--- src/rtl/queens_board_uart_pkg.sv ---
// Shared definitions for the N-queens readout path.
//   NW            : width of board size / row / column indices
//   CH_*          : ASCII bytes emitted by the board dump
//   state_e       : top-level readout FSM states
//   sel_e         : byte selector within a board row and the trailing EOL
//   bcd_step      : one shift-add-3 iteration of binary-to-BCD conversion
//   msd_index     : index of the most significant non-zero BCD digit
package queens_board_uart_pkg;

    localparam int unsigned NW = 5;

    localparam logic [7:0] CH_Q   = 8'h51;
    localparam logic [7:0] CH_DOT = 8'h2E;
    localparam logic [7:0] CH_CR  = 8'h0D;
    localparam logic [7:0] CH_LF  = 8'h0A;
    localparam logic [7:0] CH_0   = 8'h30;

    typedef enum logic [2:0] {IDLE, BOARD, CONV, DIGITS, EOL} state_e;

    typedef enum logic [1:0] {SEL_CELL, SEL_CR, SEL_LF, SEL_WAIT} sel_e;

    // Add 3 to every digit >= 5, then shift left by one, inserting bit_in.
    function automatic logic [39:0] bcd_step(input logic [39:0] b, input logic bit_in);
        logic [39:0] a;
        a = b;
        for (int unsigned i = 0; i < 10; i++) begin
            if (b[i*4 +: 4] >= 4'd5) a[i*4 +: 4] = b[i*4 +: 4] + 4'd3;
        end
        return 40'({a, bit_in});
    endfunction

    // Zero value yields index 0 so a lone '0' digit is still sent.
    function automatic logic [3:0] msd_index(input logic [39:0] b);
        logic [3:0] idx;
        idx = '0;
        for (int unsigned i = 0; i < 10; i++) begin
            if (b[i*4 +: 4] != 4'd0) idx = 4'(i);
        end
        return idx;
    endfunction

endpackage

--- src/rtl/queens_board_uart_tx.sv ---
// 8N1 UART transmitter, LSB first, idle high.
//   clk, reset_n : clock, asynchronous active-low reset
//   data, valid  : byte to send; accepted on a cycle with valid && ready
//   ready        : high only while idle (rises the cycle after a stop bit ends)
//   tx           : serial line
module uart_tx #(
    parameter int unsigned CLKS_PER_BIT = 868
) (
    input  logic       clk,
    input  logic       reset_n,
    input  logic [7:0] data,
    input  logic       valid,
    output logic       ready,
    output logic       tx
);
    localparam int unsigned CW = $clog2(CLKS_PER_BIT);
    localparam logic [CW-1:0] LAST = CW'(CLKS_PER_BIT - 1);

    typedef enum logic {TX_IDLE, TX_SEND} tx_state_e;

    tx_state_e     st, st_nxt;
    logic [8:0]    shreg;     // remaining data bits followed by the stop bit
    logic [3:0]    bit_cnt;   // 0 = start bit, 9 = stop bit
    logic [CW-1:0] clk_cnt;

    assign ready = (st == TX_IDLE);

    always_comb begin
        st_nxt = st;
        case (st)
            TX_IDLE: if (valid) st_nxt = TX_SEND;
            TX_SEND: if (clk_cnt == LAST && bit_cnt == 4'd9) st_nxt = TX_IDLE;
            default: st_nxt = TX_IDLE;
        endcase
    end

    always_ff @(posedge clk or negedge reset_n) begin
        if (!reset_n) st <= TX_IDLE;
        else          st <= st_nxt;
    end

    // Start bit is driven on the accepting edge itself.
    always_ff @(posedge clk or negedge reset_n) begin
        if (!reset_n) begin
            tx      <= 1'b1;
            shreg   <= '1;
            bit_cnt <= '0;
            clk_cnt <= '0;
        end else if (st == TX_IDLE) begin
            if (valid) begin
                tx      <= 1'b0;
                shreg   <= {1'b1, data};
                bit_cnt <= '0;
                clk_cnt <= '0;
            end
        end else if (clk_cnt == LAST) begin
            clk_cnt <= '0;
            tx      <= shreg[0];
            shreg   <= {1'b1, shreg[8:1]};
            bit_cnt <= bit_cnt + 4'd1;
        end else begin
            clk_cnt <= clk_cnt + CW'(1);
        end
    end

endmodule

--- src/rtl/queens_board_uart.sv ---
// Dumps the N-queens board and solution count as ASCII over a UART.
//   clk, reset_n : clock, asynchronous active-low reset
//   start        : one-cycle request, ignored while busy (and in the done cycle)
//   n, result    : board size and solution count, latched on start
//   row_query    : column presented to the solver
//   row_result   : solver's row for row_query (combinational)
//   tx           : UART line, 8N1
//   busy, done   : dump in progress / one-cycle completion pulse
module queens_board_uart
    import queens_board_uart_pkg::*;
#(
    parameter int unsigned CLKS_PER_BIT = 868
) (
    input  logic          clk,
    input  logic          reset_n,
    input  logic          start,
    input  logic [NW-1:0] n,
    input  logic [31:0]   result,
    output logic [NW-1:0] row_query,
    input  logic [NW-1:0] row_result,
    output logic          tx,
    output logic          busy,
    output logic          done
);
    state_e        state, state_nxt;
    sel_e          sel;
    logic [NW-1:0] n_q, r_q, c_q, n_last;
    logic [31:0]   res_q;
    logic [39:0]   bcd_q, bcd_nxt;
    logic [4:0]    step_q;
    logic [3:0]    di_q;
    logic          primed;  // row_query has been stable for a cycle
    logic          tx_valid, tx_ready, xfer;
    logic [7:0]    tx_data;

    assign n_last    = n_q - NW'(1);
    assign row_query = c_q;
    assign busy      = (state != IDLE);
    assign xfer      = tx_valid && tx_ready;
    assign bcd_nxt   = bcd_step(bcd_q, res_q[31]);

    always_comb begin
        state_nxt = state;
        tx_valid  = 1'b0;
        tx_data   = CH_CR;
        case (state)
            IDLE: if (start && !done) state_nxt = BOARD;
            BOARD: begin
                if (n_q == '0) begin
                    state_nxt = CONV;
                end else begin
                    tx_valid = primed;
                    case (sel)
                        SEL_CELL: tx_data = (row_result == r_q) ? CH_Q : CH_DOT;
                        SEL_CR:   tx_data = CH_CR;
                        default:  tx_data = CH_LF;
                    endcase
                    if (primed && tx_ready && sel == SEL_LF && r_q == n_last)
                        state_nxt = CONV;
                end
            end
            // Conversion only advances once the last board frame has left the line.
            CONV: if (tx_ready && step_q == 5'd31) state_nxt = DIGITS;
            DIGITS: begin
                tx_valid = 1'b1;
                tx_data  = CH_0 + {4'b0000, bcd_q[{di_q, 2'b00} +: 4]};
                if (tx_ready && di_q == '0) state_nxt = EOL;
            end
            EOL: begin
                tx_valid = (sel != SEL_WAIT);
                tx_data  = (sel == SEL_CR) ? CH_CR : CH_LF;
                if (sel == SEL_WAIT && tx_ready) state_nxt = IDLE;
            end
            default: state_nxt = IDLE;
        endcase
    end

    always_ff @(posedge clk or negedge reset_n) begin
        if (!reset_n) state <= IDLE;
        else          state <= state_nxt;
    end

    always_ff @(posedge clk or negedge reset_n) begin
        if (!reset_n) begin
            n_q    <= '0;
            res_q  <= '0;
            r_q    <= '0;
            c_q    <= '0;
            sel    <= SEL_CELL;
            primed <= 1'b0;
            bcd_q  <= '0;
            step_q <= '0;
            di_q   <= '0;
            done   <= 1'b0;
        end else begin
            done <= 1'b0;
            case (state)
                IDLE: begin
                    primed <= 1'b0;
                    if (start && !done) begin
                        n_q    <= n;
                        res_q  <= result;
                        r_q    <= '0;
                        c_q    <= '0;
                        sel    <= SEL_CELL;
                        bcd_q  <= '0;
                        step_q <= '0;
                    end
                end
                BOARD: begin
                    primed <= 1'b1;
                    if (xfer) begin
                        case (sel)
                            SEL_CELL: begin
                                if (c_q == n_last) begin
                                    c_q <= '0;
                                    sel <= SEL_CR;
                                end else begin
                                    c_q <= c_q + NW'(1);
                                end
                            end
                            SEL_CR: sel <= SEL_LF;
                            default: begin
                                sel <= SEL_CELL;
                                if (r_q != n_last) r_q <= r_q + NW'(1);
                            end
                        endcase
                    end
                end
                CONV: begin
                    if (tx_ready) begin
                        bcd_q  <= bcd_nxt;
                        res_q  <= {res_q[30:0], 1'b0};
                        step_q <= step_q + 5'd1;
                        if (step_q == 5'd31) di_q <= msd_index(bcd_nxt);
                    end
                end
                DIGITS: begin
                    if (xfer) begin
                        if (di_q == '0) sel <= SEL_CR;
                        else            di_q <= di_q - 4'd1;
                    end
                end
                EOL: begin
                    if (xfer)                             sel  <= (sel == SEL_CR) ? SEL_LF : SEL_WAIT;
                    else if (sel == SEL_WAIT && tx_ready) done <= 1'b1;
                end
                default: ;
            endcase
        end
    end

    uart_tx #(.CLKS_PER_BIT(CLKS_PER_BIT)) u_tx (
        .clk     (clk),
        .reset_n (reset_n),
        .data    (tx_data),
        .valid   (tx_valid),
        .ready   (tx_ready),
        .tx      (tx)
    );

endmodule

--- config.mk ---
export PLATFORM = sky130hd
export DESIGN_NAME = queens_board_uart
export DESIGN_NICKNAME = d
export VERILOG_FILES = /design/src/rtl/queens_board_uart_pkg.sv /design/src/rtl/queens_board_uart_tx.sv /design/src/rtl/queens_board_uart.sv
export SDC_FILE = /design/constraint.sdc
export NUM_CORES = 1
export LEC_CHECK = 0
export ABC_AREA = 1
export CORE_ASPECT_RATIO = 0.5
export CORE_MARGIN = 2
export CORE_UTILIZATION = 30
export CTS_BUF_LIST = sky130_fd_sc_hd__clkbuf_4
export CTS_CLUSTER_SIZE = 24
export DETAILED_ROUTE_END_ITERATION = 16
export GPL_TIMING_DRIVEN = 0
export HOLD_SLACK_MARGIN = 0.02
export PLACE_DENSITY = 0.45
export SLEW_MARGIN = 0
export SYNTH_ARGS = -nofsm -noshare
export SYNTH_HDL_FRONTEND = slang
export SYNTH_SLANG_ARGS = --single-unit
--- constraint.sdc ---
create_clock -name clk -period 6.14 [get_ports clk]
set_clock_uncertainty 0.15 [all_clocks]
set_input_delay 0.614 -clock clk [delete_from_list [all_inputs] [get_ports clk]]
set_output_delay 0.614 -clock clk [all_outputs]
set_load 0.03 [all_outputs]
==> impl_metrics.json, run 1 <==
{
  "cts_setup_buffers": 0,
  "yosysTopAreaCellShare_pct": 39.12,
  "wl_met2_um": 8653,
  "multi_input_area_um2": 3649,
  "route.final.wire_length_um": 20280,
  "synth.yosys.seq_area_share_pct": 42.25,
  "routed.top_layer": "met4",
  "slew_violations": 0,
  "cts_tree": "yes",
  "synth-compound-area-share_pct": 19.06,
  "die-area_um2": 26520,
  "die_h_um": 116.2,
  "grt_pass1_wl_um": 34090,
  "grt_usage_pct": 16.23,
  "synth_edf_count": 0,
  "synth-simple-area-share_pct": 20.95,
  "utilization_pct": 36.28,
  "power_frac_clock_pct": 21.8,
  "grt_max_degree": 78,
  "synth_top_family_by_area": "simple AND/OR/NAND/NOR gates",
  "ioPinCount": 53,
  "ff_latch_area_um2": 3189,
  "drc": 0,
  "seqPwrFrac_pct": 38.4,
  "fmax_mhz": 330.9,
  "fillers": 2602,
  "p_switching_mw": 1.294,
  "p_per_area_nw_per_um2": 347.9,
  "r2r_slack_ns": 3.56,
  "syn_area_um2": 7548,
  "end_kind": "output port",
  "portBuffers": 52,
  "drive_above_1_share_pct": 6.013,
  "min_period_ns": 3.022,
  "maxCapViolCount": 0,
  "internal_power_mw": 1.783,
  "vias_per_cell": 4.804,
  "dpl.hpwl_um": 14680,
  "synth.avg_cell_area_um2": 7.586,
  "rows": 40,
  "drtPass1Iterations": 5,
  "synth_cells": 995,
  "fin_crit_sh_pct": 49.22,
  "synthDistinctLibCells": 44,
  "grt_pass1_vias": 6672,
  "path_clk_slew_ns": 0.12,
  "nets": 1142,
  "yosysTopAreaCell": "dfrtp_1",
  "ys_ff_latch": 127,
  "clk_root_buffer_cell": "clkbuf_4",
  "p_comb_share_pct": 39.8,
  "cts.sinks": 127,
  "wl_met3_um": 911,
  "initial_utilization_pct": 30.97,
  "synth-adder-area-share_pct": 4.807,
  "clk_latency_ns": 0.58,
  "synthMuxAreaShare_pct": 0.2652,
  "status": "finished clean",
  "power.leakage_nw": 3.986,
  "critPathRequiredTime_ns": 5.38,
  "power_mw": 3.077,
  "ys.flop_type": "dfrtp_1",
  "clock_path_buffers": 2,
  "antenna_found_initial": 1,
  "yosys.area_share.xor_xnor_pct": 3.249,
  "peakVddDrop_uv": 119.2,
  "yosys_warnings": 0,
  "wl_met1_um": 10560,
  "area_delta_synth_final_pct": 17.16,
  "vias": 6812,
  "finalHoldViolations": 0,
  "switching_share_pct": 42.05,
  "crit_arrival_ns": 2.26,
  "cts_buffers": 17,
  "cp_max_fo": 6,
  "hold_class": "reg -> reg",
  "slew_headroom_pct": 41.53,
  "synth_nets": 1069,
  "setup_violations": 0,
  "drt-initial-drc-count": 445,
  "core_um2": 24370,
  "synth_area_leaders": "dfrtp_1 39%, nand2_1 11%, o21ai_0 7.4%",
  "ant_nets": 0,
  "fp.dieW_um": 228.3,
  "htree_levels": 4,
  "overflow": 0,
  "tightestPinTransition_ns": 0.8691,
  "worstSetupPathType": "reg -> out",
  "dp.cells": 1384,
  "gp_congestion": 0.8285,
  "fin_cells": 1418,
  "rsz0062_at_grt": "false",
  "post_drt_wl_per_cell_um": 14.30,
  "crit_path_start_kind": "flip-flop",
  "synthArstFlopShare_pct": 100.0
}
## routing by layer
layer	vias up	global-route usage [%]
li1	3455	-
met1	3233	22.96
met2	114	25.20
met3	10	4.150
met4	0	3.442
met5	-	0
## cells in the mapped netlist (3+ instances only)
library cell    n
inv_2           5
buf_2           7
ha_1           29
dfrtp_1       118
o211ai_1       34
nand3_1        54
nor3_1          8
dfstp_2         9
nor2_1         72
nand4_1        12
a21oi_1        40
xor2_1         25
nand2_1       213
o22ai_1        40
a31oi_1         5
o21ai_0       111
inv_1         144
nand2_2         3
clkbuf_1       24
a21boi_0        3
xnor2_1         3
## per-stage QoR
step	setup slack (ns)	instance area [um2]	hold slack (ns)	TNS, ns
after floorplan	4.126	7548	0.1684	0
after global placement	-1.366	8489	0.3089	-159.54
after detailed placement	3.238	8518	0.3101	0
after CTS	3.026	8841	0.3297	0
after global routing	2.894	8843	0.3414	0
final	3.118	8843	0.3278	0
## power by group through the flow
stage / logic (mW) / registers, mW / clock network, mW
5_1_grt: 1.41 / 1.21 / 0.732
2_1_floorplan: 0.865 / 1.18 / 0
6_report: 1.23 / 1.18 / 0.671
3_3_place_gp: 1.21 / 1.20 / 0
3_5_place_dp: 1.22 / 1.20 / 0
4_1_cts: 1.23 / 1.18 / 0.695
## cell usage in the layout (no fill, tap or decap), drive strengths merged, types with 2 or more instances in the layout
| cell | n |
|---|---|
| o22ai | 40 |
| o21ai | 113 |
| dfstp | 9 |
| nand2 | 217 |
| a32o | 2 |
| a21oi | 41 |
| clkbuf | 43 |
| nor3 | 8 |
| ha | 29 |
| o32ai | 2 |
| inv | 149 |
| a31oi | 5 |
| nand4 | 12 |
| dfrtp | 118 |
| xnor2 | 3 |
| nor4 | 2 |
| nand3 | 54 |
| o211ai | 34 |
| a21boi | 3 |
| o31ai | 2 |
| xor2 | 25 |
| a22o | 2 |
| clkinv | 9 |
| clkdlybuf4s50 | 51 |
| clkinvlp | 2 |
| mux2i | 2 |
| and2 | 2 |
| nor2 | 76 |
| nor3b | 2 |
| nand3b | 2 |
| bufinv | 4 |
| buf | 12 |
## area by class of cell
cell class,instances,share of cell area (%)
Multi-Input combinational cell,683,41.26
Sequential cell,127,36.06
Inverter,151,6.409
Timing Repair Buffer,54,6.324
Tap cell,336,4.754
Clock inverter,13,1.924
Buffer,34,1.627
Clock buffer,19,1.613
Antenna cell,1,0.02830
## logic make-up (layout without fill, tap and decap cells)
| group | count (synthesis) | after routing |
|---|---|---|
| and+or+nand+nor | 376 | 376 |
| AOI/OAI and AO/OA | 248 | 248 |
| buffers and inverters | 185 | 271 |
| DFF | 127 | 127 |
| adders and majority gates | 29 | 29 |
| xor gates and xnor gates | 28 | 28 |
| muxes | 2 | 2 |
| other | 0 | 1 |
## path summary, 6_finish.rpt
| check | start | end | cells past startpoint |
|---|---|---|---|
| min in group asynchronous | reset_n | res_q[14] | 2 |
| min | u_tx.shreg[1] | u_tx.shreg[1] | 2 |
| min reg2reg | u_tx.shreg[1] | u_tx.shreg[1] | 2 |
| max reg2reg | state[1] | bcd_q[9] | 7 |
| max | state[0] | busy | 5 |
| max in group asynchronous | reset_n | u_tx.shreg[1] | 3 |
## worst max-delay path, stage by stage (launching register included)
cell and delay, ns:
dfrtp_1 0.47, nor2_1 0.12, inv_1 0.07, nor2_1 0.26, inv_1 0.14, clkdlybuf4s50_1 0.62
## registers in the layout, indices dropped and copies added, names as in the netlist
name and count:
r_q 5, u_tx.tx 1, row_query 5, u_tx.bit_cnt 4, state 3, sel 2
step_q 5, done 1, n_q 5, di_q 4, primed 1, bcd_q 40
u_tx.shreg 8, res_q 32, u_tx.st 1, u_tx.clk_cnt 10
## timing repair
action | 4_1_cts | 5_1_grt
hold buffers | 1 | 0
hold endpoints to repair | 46 | 0
resized for setup | 0 | 0
Note: power is estimated with default switching activity, not from simulation.
==> inputs of run 2 (changes only) <==
- clock period: 6.14 -> 2.95 ns (I/O delays scaled with it)
==> results of run 2 <==
Same layout as run 1 (identical final DEF). Status: finished clean.
Main changes from that run: setup slack after placement 3.238 ns -> 0.3671 ns; setup slack after layout 3.118 ns -> 0.2471 ns; hold slack 0.3278 ns -> 0.05427 ns; register-to-register setup slack 3.56 ns -> 0.37 ns; total power 3.077 mW -> 6.404 mW; worst IR drop on VDD 119.2 uV -> 248.2 uV
==> inputs of run 3 (changes only) <==
--- a/config.mk
+++ b/config.mk
@@ -8,2 +8,3 @@
 export ABC_AREA = 1
+export CAP_MARGIN = 40
 export CORE_ASPECT_RATIO = 0.5
--- a/constraint.sdc
+++ b/constraint.sdc
@@ -4,2 +4,2 @@
 set_output_delay 0.295 -clock clk [all_outputs]
-set_load 0.03 [all_outputs]
+set_load 0.05 [all_outputs]
==> impl_metrics.json, run 3 (synthesis gave the netlist of run 1 again) <==
{
  "drive_above_1_share_pct": 6.013,
  "peakVddDrop_uv": 282.1,
  "clk_root_buffer_cell": "clkbuf_4",
  "largest_reg_flops": 40,
  "setup_slack_ns": 0.3669,
  "placed_area_um2": 8518,
  "portBuffers": 52,
  "grt_max_degree": 78,
  "most-common-layout-cells": "213 x nand2_1, 144 x inv_1, 118 x dfrtp_1, 111 x o21ai_0, 72 x nor2_1",
  "crit_slowest_cell": "dfrtp_1",
  "crit_family": "simple AND/OR/NAND/NOR gates",
  "die-area_um2": 26520,
  "multi_input_area_um2": 3649,
  "tightestPinTransition_ns": 0.8691,
  "antenna_found_initial": 1,
  "rsz0062_at_grt": "false",
  "area_delta_synth_final_pct": 17.19,
  "vias": 6806,
  "fmax_mhz": 387.1,
  "hold_ws_ns": 0.05423,
  "ioPinCount": 53,
  "worstSetupPathType": "reg -> reg",
  "path_clk_slew_ns": 0.12,
  "post_drt_wl_per_cell_um": 14.29,
  "grt_usage_pct": 16.23,
  "clock_path_buffers": 2,
  "dpl.hpwl_um": 14680,
  "cts_buffers": 17,
  "max_stage_delay_ns": 0.58,
  "status": "finished clean",
  "slew_headroom_pct": 41.52,
  "clk_latency_ns": 0.58,
  "p_per_area_nw_per_um2": 727.7,
  "tns_ns": 0,
  "initial_utilization_pct": 30.97,
  "cp_max_fo": 10,
  "max_flop_register": "bcd_q",
  "nets": 1142,
  "gp_congestion": 0.8285,
  "critPathRequiredTime_ns": 3.23,
  "finalHoldViolations": 0,
  "cts_tree": "yes",
  "drtPass1Iterations": 5,
  "drt-initial-drc-count": 445,
  "maxCapViolCount": 0,
  "htree_levels": 4,
  "vias_per_cell": 4.800,
  "ant_nets": 0,
  "die_h_um": 116.2,
  "core_um2": 24370,
  "setup_violations": 0,
  "route.final.wire_length_um": 20270,
  "overflow": 0,
  "place_ws_ns": 0.3671,
  "grt_pass1_wl_um": 34090,
  "fp.dieW_um": 228.3,
  "cts.sinks": 127,
  "rows": 40,
  "grt_pass1_vias": 6672,
  "fillers": 2603,
  "largestRegisters": "bcd_q x40, res_q x32, u_tx.clk_cnt x10",
  "hold_class": "in -> async",
  "drc": 0,
  "path_cells": "inv_2 -> nor2_2 -> nand2_1 -> nand2_1 -> buf_2 -> buf_2 -> o22ai_1",
  "final_area_um2": 8846,
  "fin_crit_sh_pct": 87.56,
  "end_kind": "flip-flop",
  "min_period_ns": 2.583,
  "cts_setup_buffers": 0,
  "slew_violations": 0,
  "layout_commonest_cell": "nand2_1",
  "ff_latch_area_um2": 3189,
  "power.leakage_nw": 3.993,
  "crit_path_start_kind": "flip-flop",
  "utilization_pct": 36.29,
  "crit_arrival_ns": 2.86,
  "cp.buffers_inverters": 3
}
==> run 3: changes by cell type in the layout (fill, tap and decap cells not counted), sizes merged <==
cell	before	now
clkdlybuf4s50	51	50
dlymetal6s2s	0	1
==> run 3: worst paths after layout <==
path | from | to | slack (ns) | cells after the start
hold / removal | reset_n | res_q[14] | 0.05 | 2
setup / recovery | state[1] | bcd_q[9] | 0.37 | 7
min in group clk | n[1] | n_q[1] | 0.12 | 3
setup reg to reg | state[1] | bcd_q[9] | 0.37 | 7
hold reg to reg | u_tx.shreg[1] | u_tx.shreg[1] | 0.33 | 2
max in group asynchronous | reset_n | u_tx.shreg[1] | 1.78 | 3
==> run 3: metrics by stage <==
stage / std cells / power, mW
3_5_place_dp: 1384 / 5.076
5_1_grt: 1418 / 7.024
2_1_floorplan: 995 / 4.287
3_3_place_gp: 1383 / 5.056
6_report: 1418 / 6.437
4_1_cts: 1417 / 6.505
==> run 3: what timing repair did <==
item,CTS,global route
gates resized for setup,0,1
hold endpoints to repair,122,0
setup endpoints to repair,0,1
hold buffers,1,0
==> run 3: metal layers <==
layer | GRT usage [%] | vias up | part of all wire, % | wire [um]
li1 | - | 3455 | - | -
met1 | 22.96 | 3229 | 52 | 10550
met2 | 25.20 | 112 | 43 | 8651
met3 | 4.150 | 10 | 4.5 | 914
met4 | 3.442 | 0 | 0.73 | 147
met5 | 0 | - | 0 | 0
==> run 3: area by class of cell <==
type	count	area share (%)
inverters	151	6.407
well taps	336	4.752
clock inverters	13	1.924
multi-input cells	683	41.24
plain buffers	34	1.627
clock buffers	19	1.612
diodes	1	0.02829
repair buffers	54	6.351
flip-flops and latches	127	36.05
==> run 3: power by group <==
group          leakage, nW  switching (mW)  total [mW]  internal (mW)
logic                 2.18            1.75        2.58          0.830
registers             1.64           0.256        2.46           2.20
clock network        0.165           0.717        1.40          0.678
